`config.mk`:
```
export PLATFORM = sky130hd
export DESIGN_NAME = ps2_frame_rx_flat
export DESIGN_NICKNAME = d
export VERILOG_FILES = /design/src/rtl/ps2_pkg.sv /design/src/rtl/ps2_frame_rx_if.sv /design/src/rtl/ps2_input_filter.sv /design/src/rtl/ps2_frame_rx.sv /design/src/flat_wrapper.sv
export SDC_FILE = /design/constraint.sdc
export NUM_CORES = 1
export LEC_CHECK = 0
export ABC_AREA = 1
export BUFFER_PORTS_ARGS = -buffer_cell sky130_fd_sc_hd__buf_4
export CORE_UTILIZATION = 45
export DETAILED_ROUTE_END_ITERATION = 8
export PLACE_DENSITY = 0.62
export SLEW_MARGIN = 20
export SYNTH_ARGS = -nofsm -noshare
export SYNTH_HDL_FRONTEND = slang
export SYNTH_SLANG_ARGS = --single-unit
```
`constraint.sdc`:
```
create_clock -name clk -period 3.1 [get_ports clk]
set_input_delay 0.465 -clock clk [delete_from_list [all_inputs] [get_ports clk]]
set_output_delay 0.465 -clock clk [all_outputs]
set_load 0.05 [all_outputs]
```
`src/rtl/ps2_pkg.sv`:
```
// -----------------------------------------------------------------------------
// ps2_pkg
// Definitions shared by the PS/2 frame receiver and the make/break/extended
// key decoder that sits downstream of it.
//   rx_state_t     : receiver frame FSM states
//   PS2_EXT        : extended-key prefix byte
//   PS2_BRK        : break (key release) prefix byte
//   PS2_DATA_BITS  : payload bits per frame
//   odd_parity_ok  : odd-parity check over the payload plus parity bit
// -----------------------------------------------------------------------------
package ps2_pkg;

    typedef enum logic [1:0] {
        IDLE   = 2'd0,
        DATA   = 2'd1,
        PARITY = 2'd2,
        STOP   = 2'd3
    } rx_state_t;

    localparam logic [7:0] PS2_EXT       = 8'hE0;
    localparam logic [7:0] PS2_BRK       = 8'hF0;
    localparam int         PS2_DATA_BITS = 8;

    // True when the nine bits (payload + parity) hold an odd number of ones.
    function automatic logic odd_parity_ok(input logic [7:0] data, input logic par);
        return ^{data, par};
    endfunction

endpackage

```
`src/rtl/ps2_frame_rx_if.sv`:
```
// -----------------------------------------------------------------------------
// ps2_frame_rx_if
// Received-byte bus from the PS/2 frame receiver to the key decoder.
//   data_out   : last correctly received byte
//   valid      : one-cycle strobe, data_out has just been updated
//   parity_err : one-cycle strobe, parity failed with a good stop bit
//   frame_err  : one-cycle strobe, bad start/stop bit or timeout
// master = receiver (drives), slave = decoder (observes).
// -----------------------------------------------------------------------------
interface ps2_frame_rx_if;

    logic [7:0] data_out;
    logic       valid;
    logic       parity_err;
    logic       frame_err;

    modport master (
        output data_out,
        output valid,
        output parity_err,
        output frame_err
    );

    modport slave (
        input data_out,
        input valid,
        input parity_err,
        input frame_err
    );

endinterface

```
`src/rtl/ps2_input_filter.sv`:
```
// -----------------------------------------------------------------------------
// ps2_input_filter
// Conditions one asynchronous PS/2 line: a 2-FF synchronizer followed by a
// run-length filter. The filtered level only moves to a new value once
// FILTER_LEN consecutive synchronized samples disagree with it; any shorter
// excursion is discarded. A registered one-cycle pulse marks each filtered
// 1->0 transition.
//   clk, reset : system clock, synchronous active-high reset
//   raw        : asynchronous pin
//   level      : filtered level (resets to 1, bus idle)
//   fall       : one-cycle pulse, coincident with level going 1->0
// -----------------------------------------------------------------------------
module ps2_input_filter #(
    parameter int FILTER_LEN = 4
) (
    input  logic clk,
    input  logic reset,
    input  logic raw,
    output logic level,
    output logic fall
);

    localparam int CW = (FILTER_LEN < 2) ? 1 : $clog2(FILTER_LEN + 1);

    logic          sync1_q, sync1_d;
    logic          sync2_q, sync2_d;
    logic          level_q, level_d;
    logic          fall_q,  fall_d;
    logic [CW-1:0] cnt_q,   cnt_d;

    // Next-state: synchronizer shift and run-length counter toward a new level.
    always_comb begin
        sync1_d = raw;
        sync2_d = sync1_q;
        level_d = level_q;
        fall_d  = 1'b0;
        cnt_d   = '0;
        if (sync2_q != level_q) begin
            // cnt_q counts disagreeing samples already seen; this one is the next.
            if (cnt_q == CW'(FILTER_LEN - 1)) begin
                level_d = sync2_q;
                fall_d  = ~sync2_q;
                cnt_d   = '0;
            end else begin
                cnt_d   = cnt_q + CW'(1);
            end
        end else begin
            cnt_d = '0;
        end
    end

    // State registers; everything idles high so reset never fabricates an edge.
    always_ff @(posedge clk) begin
        if (reset) begin
            sync1_q <= 1'b1;
            sync2_q <= 1'b1;
            level_q <= 1'b1;
            fall_q  <= 1'b0;
            cnt_q   <= '0;
        end else begin
            sync1_q <= sync1_d;
            sync2_q <= sync2_d;
            level_q <= level_d;
            fall_q  <= fall_d;
            cnt_q   <= cnt_d;
        end
    end

    assign level = level_q;
    assign fall  = fall_q;

endmodule

```
`src/rtl/ps2_frame_rx.sv`:
```
// -----------------------------------------------------------------------------
// ps2_frame_rx
// Receives PS/2 device-to-host frames (start, 8 data LSB first, odd parity,
// stop) sampled on filtered ps2_clk falling edges, and presents each good
// byte to the key decoder as a one-cycle valid strobe.
//   clk, reset : system clock, synchronous active-high reset
//   ps2_clk    : raw PS/2 clock pin (asynchronous)
//   ps2_data   : raw PS/2 data pin (asynchronous)
//   rx         : byte bus to the decoder (data_out, valid, parity_err,
//                frame_err), all registered
// A frame stalled for TIMEOUT_CYCLES clk cycles without a clock fall is
// abandoned with a frame_err pulse.
// -----------------------------------------------------------------------------
module ps2_frame_rx
    import ps2_pkg::*;
#(
    parameter int FILTER_LEN     = 4,
    parameter int TIMEOUT_CYCLES = 10000
) (
    input  logic           clk,
    input  logic           reset,
    input  logic           ps2_clk,
    input  logic           ps2_data,
    ps2_frame_rx_if.master rx
);

    localparam int TW = (TIMEOUT_CYCLES < 3) ? 1 : $clog2(TIMEOUT_CYCLES);

    logic fall_s;
    logic data_s;
    logic clk_level_unused_s;
    logic data_fall_unused_s;

    ps2_input_filter #(.FILTER_LEN(FILTER_LEN)) u_clk_filter (
        .clk   (clk),
        .reset (reset),
        .raw   (ps2_clk),
        .level (clk_level_unused_s),
        .fall  (fall_s)
    );

    ps2_input_filter #(.FILTER_LEN(FILTER_LEN)) u_data_filter (
        .clk   (clk),
        .reset (reset),
        .raw   (ps2_data),
        .level (data_s),
        .fall  (data_fall_unused_s)
    );

    rx_state_t   state_q,    state_d;
    logic [7:0]  shift_q,    shift_d;
    logic [2:0]  bit_cnt_q,  bit_cnt_d;
    logic        par_q,      par_d;
    logic [TW-1:0] tmo_q,    tmo_d;
    logic [7:0]  data_out_q, data_out_d;
    logic        valid_q,    valid_d;
    logic        perr_q,     perr_d;
    logic        ferr_q,     ferr_d;
    logic        tmo_hit_s;

    assign tmo_hit_s = (tmo_q == TW'(TIMEOUT_CYCLES - 1));

    // Frame FSM next-state. A fall in the same cycle as timeout expiry wins,
    // because the fall branch is tested first in every mid-frame state.
    always_comb begin
        state_d    = state_q;
        shift_d    = shift_q;
        bit_cnt_d  = bit_cnt_q;
        par_d      = par_q;
        tmo_d      = '0;
        data_out_d = data_out_q;
        valid_d    = 1'b0;
        perr_d     = 1'b0;
        ferr_d     = 1'b0;
        case (state_q)
            IDLE: begin
                if (fall_s) begin
                    if (!data_s) begin
                        state_d   = DATA;
                        bit_cnt_d = 3'd0;
                        shift_d   = 8'h00;
                    end else begin
                        ferr_d    = 1'b1;
                    end
                end else begin
                    state_d = IDLE;
                end
            end
            DATA: begin
                if (fall_s) begin
                    // LSB arrives first, so each new bit enters at the top.
                    shift_d = {data_s, shift_q[7:1]};
                    if (bit_cnt_q == 3'(PS2_DATA_BITS - 1)) begin
                        state_d = PARITY;
                    end else begin
                        bit_cnt_d = bit_cnt_q + 3'd1;
                    end
                end else if (tmo_hit_s) begin
                    state_d = IDLE;
                    ferr_d  = 1'b1;
                end else begin
                    tmo_d = tmo_q + TW'(1);
                end
            end
            PARITY: begin
                if (fall_s) begin
                    par_d   = data_s;
                    state_d = STOP;
                end else if (tmo_hit_s) begin
                    state_d = IDLE;
                    ferr_d  = 1'b1;
                end else begin
                    tmo_d = tmo_q + TW'(1);
                end
            end
            STOP: begin
                if (fall_s) begin
                    state_d = IDLE;
                    if (!data_s) begin
                        ferr_d = 1'b1;
                    end else if (!odd_parity_ok(shift_q, par_q)) begin
                        perr_d = 1'b1;
                    end else begin
                        data_out_d = shift_q;
                        valid_d    = 1'b1;
                    end
                end else if (tmo_hit_s) begin
                    state_d = IDLE;
                    ferr_d  = 1'b1;
                end else begin
                    tmo_d = tmo_q + TW'(1);
                end
            end
            default: begin
                state_d = IDLE;
            end
        endcase
    end

    // Frame FSM and registered outputs; reset drops any partial frame silently.
    always_ff @(posedge clk) begin
        if (reset) begin
            state_q    <= IDLE;
            shift_q    <= 8'h00;
            bit_cnt_q  <= 3'd0;
            par_q      <= 1'b0;
            tmo_q      <= '0;
            data_out_q <= 8'h00;
            valid_q    <= 1'b0;
            perr_q     <= 1'b0;
            ferr_q     <= 1'b0;
        end else begin
            state_q    <= state_d;
            shift_q    <= shift_d;
            bit_cnt_q  <= bit_cnt_d;
            par_q      <= par_d;
            tmo_q      <= tmo_d;
            data_out_q <= data_out_d;
            valid_q    <= valid_d;
            perr_q     <= perr_d;
            ferr_q     <= ferr_d;
        end
    end

    assign rx.data_out   = data_out_q;
    assign rx.valid      = valid_q;
    assign rx.parity_err = perr_q;
    assign rx.frame_err  = ferr_q;

endmodule

```
`src/flat_wrapper.sv`:
```
// flat-port wrapper written by rule: the top's interface ports become plain ports
module ps2_frame_rx_flat import ps2_pkg::*;
#(
    parameter int FILTER_LEN     = 4,
    parameter int TIMEOUT_CYCLES = 10000
)
  (clk, reset, ps2_clk, ps2_data, rx_data_out, rx_valid, rx_parity_err, rx_frame_err);
  ps2_frame_rx_if rx_i ();
  input  logic clk;
  input  logic reset;
  input  logic ps2_clk;
  input  logic ps2_data;
  output wire logic [$bits(rx_i.data_out)-1:0] rx_data_out;
  output wire logic [$bits(rx_i.valid)-1:0] rx_valid;
  output wire logic [$bits(rx_i.parity_err)-1:0] rx_parity_err;
  output wire logic [$bits(rx_i.frame_err)-1:0] rx_frame_err;
  assign rx_data_out = rx_i.data_out;
  assign rx_valid = rx_i.valid;
  assign rx_parity_err = rx_i.parity_err;
  assign rx_frame_err = rx_i.frame_err;
  ps2_frame_rx #(.FILTER_LEN(FILTER_LEN), .TIMEOUT_CYCLES(TIMEOUT_CYCLES)) u_core (.clk(clk), .reset(reset), .ps2_clk(ps2_clk), .ps2_data(ps2_data), .rx(rx_i));
endmodule
```
=== After elaboration in Yosys (flattened, before gate mapping) ===
Cells that the tools add are included.

* Div/mod/pow operators: 0
* Reductions and logical operators: 17
* Mux-type cells: 26
* Equality and inequality tests: 15
* Multiply operators: 0
* Order comparisons: 0
* Add/subtract/negate cells: 4
* Bitwise operators: 8
* Shift operators: 0

{| class="wikitable"
|+ Operator list
! operator !! count
|-
| $mux W8 || 3
|-
| $pmux W8 S2 || 1
|-
| $add A14 B1 Y14 const B || 1
|-
| $eq A14 B14 Y1 const B || 1
|-
| $mux W2 || 7
|-
| $mux W3 || 4
|-
| $reduce_or A3 Y1 || 4
|-
| $add A3 B1 Y3 const B || 3
|-
| $reduce_xor A9 Y1 || 1
|-
| $mux W1 || 8
|-
| $ne A2 B2 Y1 const B || 4
|-
| $not A1 Y1 || 8
|-
| $pmux W2 S4 || 1
|-
| $reduce_and A2 Y1 || 4
|-
| $reduce_and A4 Y1 || 2
|-
| $reduce_or A4 Y1 || 2
|-
| $eq A3 B2 Y1 const B || 2
|-
| $pmux W3 S2 || 1
|-
| $reduce_and A5 Y1 || 1
|-
| $eq A2 B2 Y1 const B || 2
|-
| $eq A3 B3 Y1 const B || 1
|-
| $ne A3 B2 Y1 const B || 1
|-
| $ne A3 B3 Y1 const B || 1
|-
| $pmux W1 S3 || 1
|-
| 5 further kinds || 6
|}

* Latch bits: 0
* Input port bits: 4
* RAM bits: 0
* Memories: 0
* Register bits after elaboration: 52
* Bits in read-only memories: 0
* Logic and storage cells: 88

=== Longest topological paths before layout ===
* Depth in word-level cells: 4
* Gate-level depth with buffers: 13

=== Modules after synthesis ===
From an unflattened synthesis, not the netlist that was laid out.

* Cells, all modules: 343
* Area total of the unflattened synthesis: 2603.7 µm²

{| class="wikitable"
|+ Modules (own cells, without submodules)
! module !! instances !! seq. area each (µm²) !! area each (µm²) !! cells each
|-
| ps2_frame_rx || 1 || 780.7 || 2085.8 || 283
|-
| ps2_input_filter || 2 || 140.1 || 259.0 || 30
|}

=== Least setup slack after synthesis ===
OpenSTA, ideal clock, no wires.

* Path type: register to register
* From: register u_core.tmo_q[0]
* To: register u_core.tmo_q[10]
* Clock period less this slack: 1445 ps
* Required time: 2980 ps
* Arrival: 1325 ps
* Cell stages (with the launch flop): 8
* Buffers on the path: 1
* Setup slack: 1655 ps
* Cell sequence: dfxtp_1 > ha_1 > nand3_1 > nor4_1 > nand2_1 > nand4_1 > buf_2 > a21oi_1

* Cells in the longest elaborated chain, start to end: 2
* Elaborated cells between the ends (all ways): 3

{| class="wikitable"
|+ Ends and longest elaborated chain
! what !! RTL line !! source
|-
| start, declared || ps2_frame_rx.sv:54 || <nowiki>logic [TW-1:0] tmo_q, tmo_d;</nowiki>
|-
| start signal, assigned || ps2_frame_rx.sv:157 || <nowiki>tmo_q <= tmo_d;</nowiki>
|-
| branches (longest 2 deep; another with $add A14 B1 Y14) || - ||
|}

Parallel ways; which one is timed is not known.
A chain may end at the register's enable or synchronous reset.

=== Worst setup path in the final report ===
* From: register u_core.state_q[1]
* To: register u_core.tmo_q[4]

* Cells in the longest elaborated chain, start to end: 4
* Elaborated cells between the ends (all ways): 6

{| class="wikitable"
|+ Ends and longest elaborated chain
! what !! RTL line !! source
|-
| start, declared || ps2_frame_rx.sv:50 || <nowiki>rx_state_t state_q, state_d;</nowiki>
|-
| start signal, assigned || ps2_frame_rx.sv:153 || <nowiki>state_q <= state_d;</nowiki>
|-
| $eq A2 B1 Y1 / $eq A2 B2 Y1 (equally long branches) || ps2_frame_rx.sv:75 || <nowiki>case (state_q)</nowiki>
|-
| $reduce_or A3 Y1 (no line) * || - ||
|-
| $not A1 Y1 (no line) * || - ||
|-
| $reduce_or A4 Y1 (no line) * || - ||
|}

Mark *: on every way between the ends. The rest lies on a longest branch, timed or not.

==> impl_metrics.ini <==
[synthesis]
yosysWarnings = 0
netlist_area_sq_um = 2460
synth-seq-area-share = 0.423
netlist_instances = 345
ys_seq_elements = 52
synth_cell_types = 35
syn_area_per_cell_sq_um = 7.14
synth_fp_nets = 360

[worst_setup_path]
crit_fanout = 14
endpoint_kind = register
start_kind = register
critPathArrivalTime_ns = 1.96
r2r-start = u_core.state_q[1]$_SDFFE_PP0P_
r2r_end = u_core.tmo_q[4]$_SDFF_PP0_
path_class = register to register
cp.required_ns = 3.31
rr_worst_depth = 5
ff2ff_setup_slack_ns = 1.35

[run_status]
status = complete, no violations

[grt]
grt_usage = 0.163
grt_max_degree = 21
grt_pass1_wl_microns = 7840
overflow = 0
grt_antenna_before_repair = 0
grt_pass1_vias = 1865

[timing]
holdWs_ns = 0.347
relSlewSlack = 0.620
setup_tns_ns = 0
worst_clock_skew_ns = 0.00777
min_period_over_period = 0.565
finalHoldViolCount = 0
tightest_slew_ns = 0.566
period_minus_slack_ns = 1.75
max_freq_ghz = 0.571
setup_violations = 0
slew_viol_final = 0
rsz0062_at_grt = false

[finish]
drive_gt1_frac = 0.108
syn2layout_area_growth_pct = 10.1
diodes = 0
nFillCells = 535
finalNonFillerCells = 432
seqCellArea_sq_um = 1040
multi_input_area_sq_um = 1180
nets = 376

[min_path]
holdPathEnd = u_core.u_data_filter.sync1_q$_SDFF_PP1_
hp-start = ps2_data
worst_hold_path_type = input pin to register
hold_depth = 2

[routing]
detail_route.vias_per_cell = 4.66
drt_wl_total_microns = 4250
num_vias = 2011
antenna_left = 0
dr.pass1.iters = 4
wl_per_cell_microns = 9.84
drt-initial-drc-count = 65
remaining_drc_errors = 0

[clocking]
cts_buffers = 5
root_buffer = clkbuf_8
htreeDepth = 2
postCtsResizedCells = 0
post_cts_buffers = 0
clk_pin_slew_worst_paths_ns = 0.09
cts_tree = yes
cts_buffer_depth = 2
clk_latency_ns = 0.30
cts_hold_buf = 0
clock-sinks = 52

[pwr]
power.total_w = 0.00108
power.density_nw_per_um2 = 399
leakagePower_nw = 1.20
peakVddDrop_v = 0.000270

[floorplan]
die_h_microns = 76.0
start_util = 0.473
core_area_sq_um = 5200
row_count = 26
die_width_microns = 76.0
io_pins = 15
dieArea_sq_um = 5770

[placed_design]
dpl.hpwl_microns = 3120
place.gp.congestion = 0.846
io_buffers = 14
placed_cells = 424

[run]
drv_cap = 0
-- cell type report --
| cell class | count | area share |
|---|---|---|
| multi-input combinational | 236 | 0.436 |
| sequential | 52 | 0.384 |
| inverter | 51 | 0.0706 |
| timing repair buffer | 15 | 0.0415 |
| tap | 70 | 0.0323 |
| clock buffer | 6 | 0.0304 |
| clock inverter | 2 | 0.00554 |
-- logic make-up after synthesis --
logic type                 count (synthesis)  share of synthesized area
buffers and inverters                     57                     0.0975
AOI/OAI and AO/OA                         40                     0.0909
adders and majority gates                 11                     0.0559
and+or+nand+nor                          181                      0.319
xor gates and xnor gates                   4                     0.0142
DFF                                       52                      0.423
-- registers in the layout, summed over array words and instances, names as in the netlist --
| name | flops |
|---|---|
| u_core.u_data_filter.level | 1 |
| u_core.shift_q | 8 |
| u_core.rx.valid | 1 |
| u_core.rx.parity_err | 1 |
| u_core.u_clk_filter.level | 1 |
| u_core.u_clk_filter.cnt_q | 3 |
| u_core.u_clk_filter.sync2_q | 1 |
| u_core.u_data_filter.sync2_q | 1 |
| u_core.rx.frame_err | 1 |
| u_core.rx.data_out | 8 |
| u_core.u_data_filter.cnt_q | 3 |
| u_core.u_clk_filter.fall | 1 |
| u_core.par_q | 1 |
| u_core.bit_cnt_q | 3 |
| u_core.u_data_filter.sync1_q | 1 |
| u_core.state_q | 2 |
| u_core.tmo_q | 14 |
| u_core.u_clk_filter.sync1_q | 1 |
-- synthesized netlist by cell type --
cell / n / area (sq um)
nand2_2: 3 / 18.8
inv_2: 1 / 3.75
nand4_1: 2 / 12.5
or2_2: 6 / 37.5
o21ai_0: 11 / 55.1
nor3_2: 1 / 10.0
and2_1: 1 / 6.26
or2_0: 1 / 6.26
a21oi_1: 20 / 100
inv_1: 50 / 188
nor3_1: 4 / 20.0
ha_1: 11 / 138
a22oi_1: 1 / 7.51
buf_2: 1 / 5.00
nor4_1: 1 / 6.26
nor2_1: 45 / 169
nand3_4: 1 / 17.5
a21oi_2: 1 / 8.76
a31oi_1: 1 / 6.26
o21ai_1: 1 / 5.00
dfxtp_1: 52 / 1040
o2111ai_1: 1 / 8.76
xnor2_1: 3 / 26.3
clkbuf_8: 1 / 13.8
a211oi_1: 1 / 7.51
o211ai_1: 2 / 15.0
nand3_2: 2 / 20.0
xor2_1: 1 / 8.76
nand2_1: 100 / 375
buf_6: 2 / 22.5
clkbuf_1: 2 / 7.51
nand3_1: 11 / 55.1
o211a_1: 1 / 10.0
nor3b_1: 2 / 15.0
nor3_4: 1 / 16.3
-- where the power goes --
part / internal, W / switching [W] / total [W]
Combinational: 0.00000611 / 0.00000987 / 0.0000160
Sequential: 0.000671 / 0.00000132 / 0.000672
Clock: 0.000181 / 0.000214 / 0.000395
Total: 0.000857 / 0.000225 / 0.00108
-- stage by stage --
stage | setup WS, ns | cell area (sq um) | utilization
floorplan | 1.66 | 2460 | -
detailed placement | 1.33 | 2620 | 0.502
CTS | 1.31 | 2710 | 0.521
global route | 1.02 | 2710 | 0.521
finish | 1.35 | 2710 | 0.521
global placement | 1.37 | 2620 | 0.502
-- how the worst max path moves through the flow --
| stage | start | to | cells after the start |
|---|---|---|---|
| after floorplan | u_core.tmo_q[0]$_SDFF_PP0_ | u_core.tmo_q[10]$_SDFF_PP0_ | 7 |
| after global placement | u_core.state_q[1]$_SDFFE_PP0P_ | u_core.tmo_q[4]$_SDFF_PP0_ | 5 |
| after detailed placement | u_core.state_q[1]$_SDFFE_PP0P_ | u_core.tmo_q[12]$_SDFF_PP0_ | 5 |
| after CTS | u_core.state_q[1]$_SDFFE_PP0P_ | u_core.tmo_q[12]$_SDFF_PP0_ | 5 |
| after global routing | u_core.state_q[1]$_SDFFE_PP0P_ | u_core.tmo_q[12]$_SDFF_PP0_ | 5 |
| final | u_core.state_q[1]$_SDFFE_PP0P_ | u_core.tmo_q[4]$_SDFF_PP0_ | 5 |
-- layout by cell type, fill, tap and decap left out, types with 2 or more instances in the layout --
cell type | synthesis | final
o21ai_0 | 11 | 11
nand2_1 | 100 | 100
nor3_1 | 4 | 4
buf_4 | 0 | 15
a21oi_1 | 20 | 20
clkbuf_8 | 1 | 6
clkinvlp_4 | 0 | 2
xnor2_1 | 3 | 3
nand3_1 | 11 | 11
nor2_1 | 45 | 45
inv_1 | 50 | 50
or2_2 | 6 | 6
nor3b_1 | 2 | 2
nand3_2 | 2 | 2
nand2_2 | 3 | 3
ha_1 | 11 | 11
dfxtp_1 | 52 | 52
o211ai_1 | 2 | 2
nand4_1 | 2 | 2
-- critical path, cell delays in order (launching register included) --
cell and delay, ns:
dfxtp_1 0.39, inv_1 0.09, ha_1 0.22, inv_1 0.15, nand4_1 0.49, nor3b_1 0.32
-- layer usage --
layer | up-vias | part of all wire | GRT usage
met1 | 884 | 0.51 | 0.215
li1 | 1098 | - | -
met3 | 2 | 0.036 | 0.0359
met2 | 27 | 0.45 | 0.265
met4 | 0 | 0.0082 | 0.0519
met5 | - | 0 | 0
(Power assumes the default switching activity.)
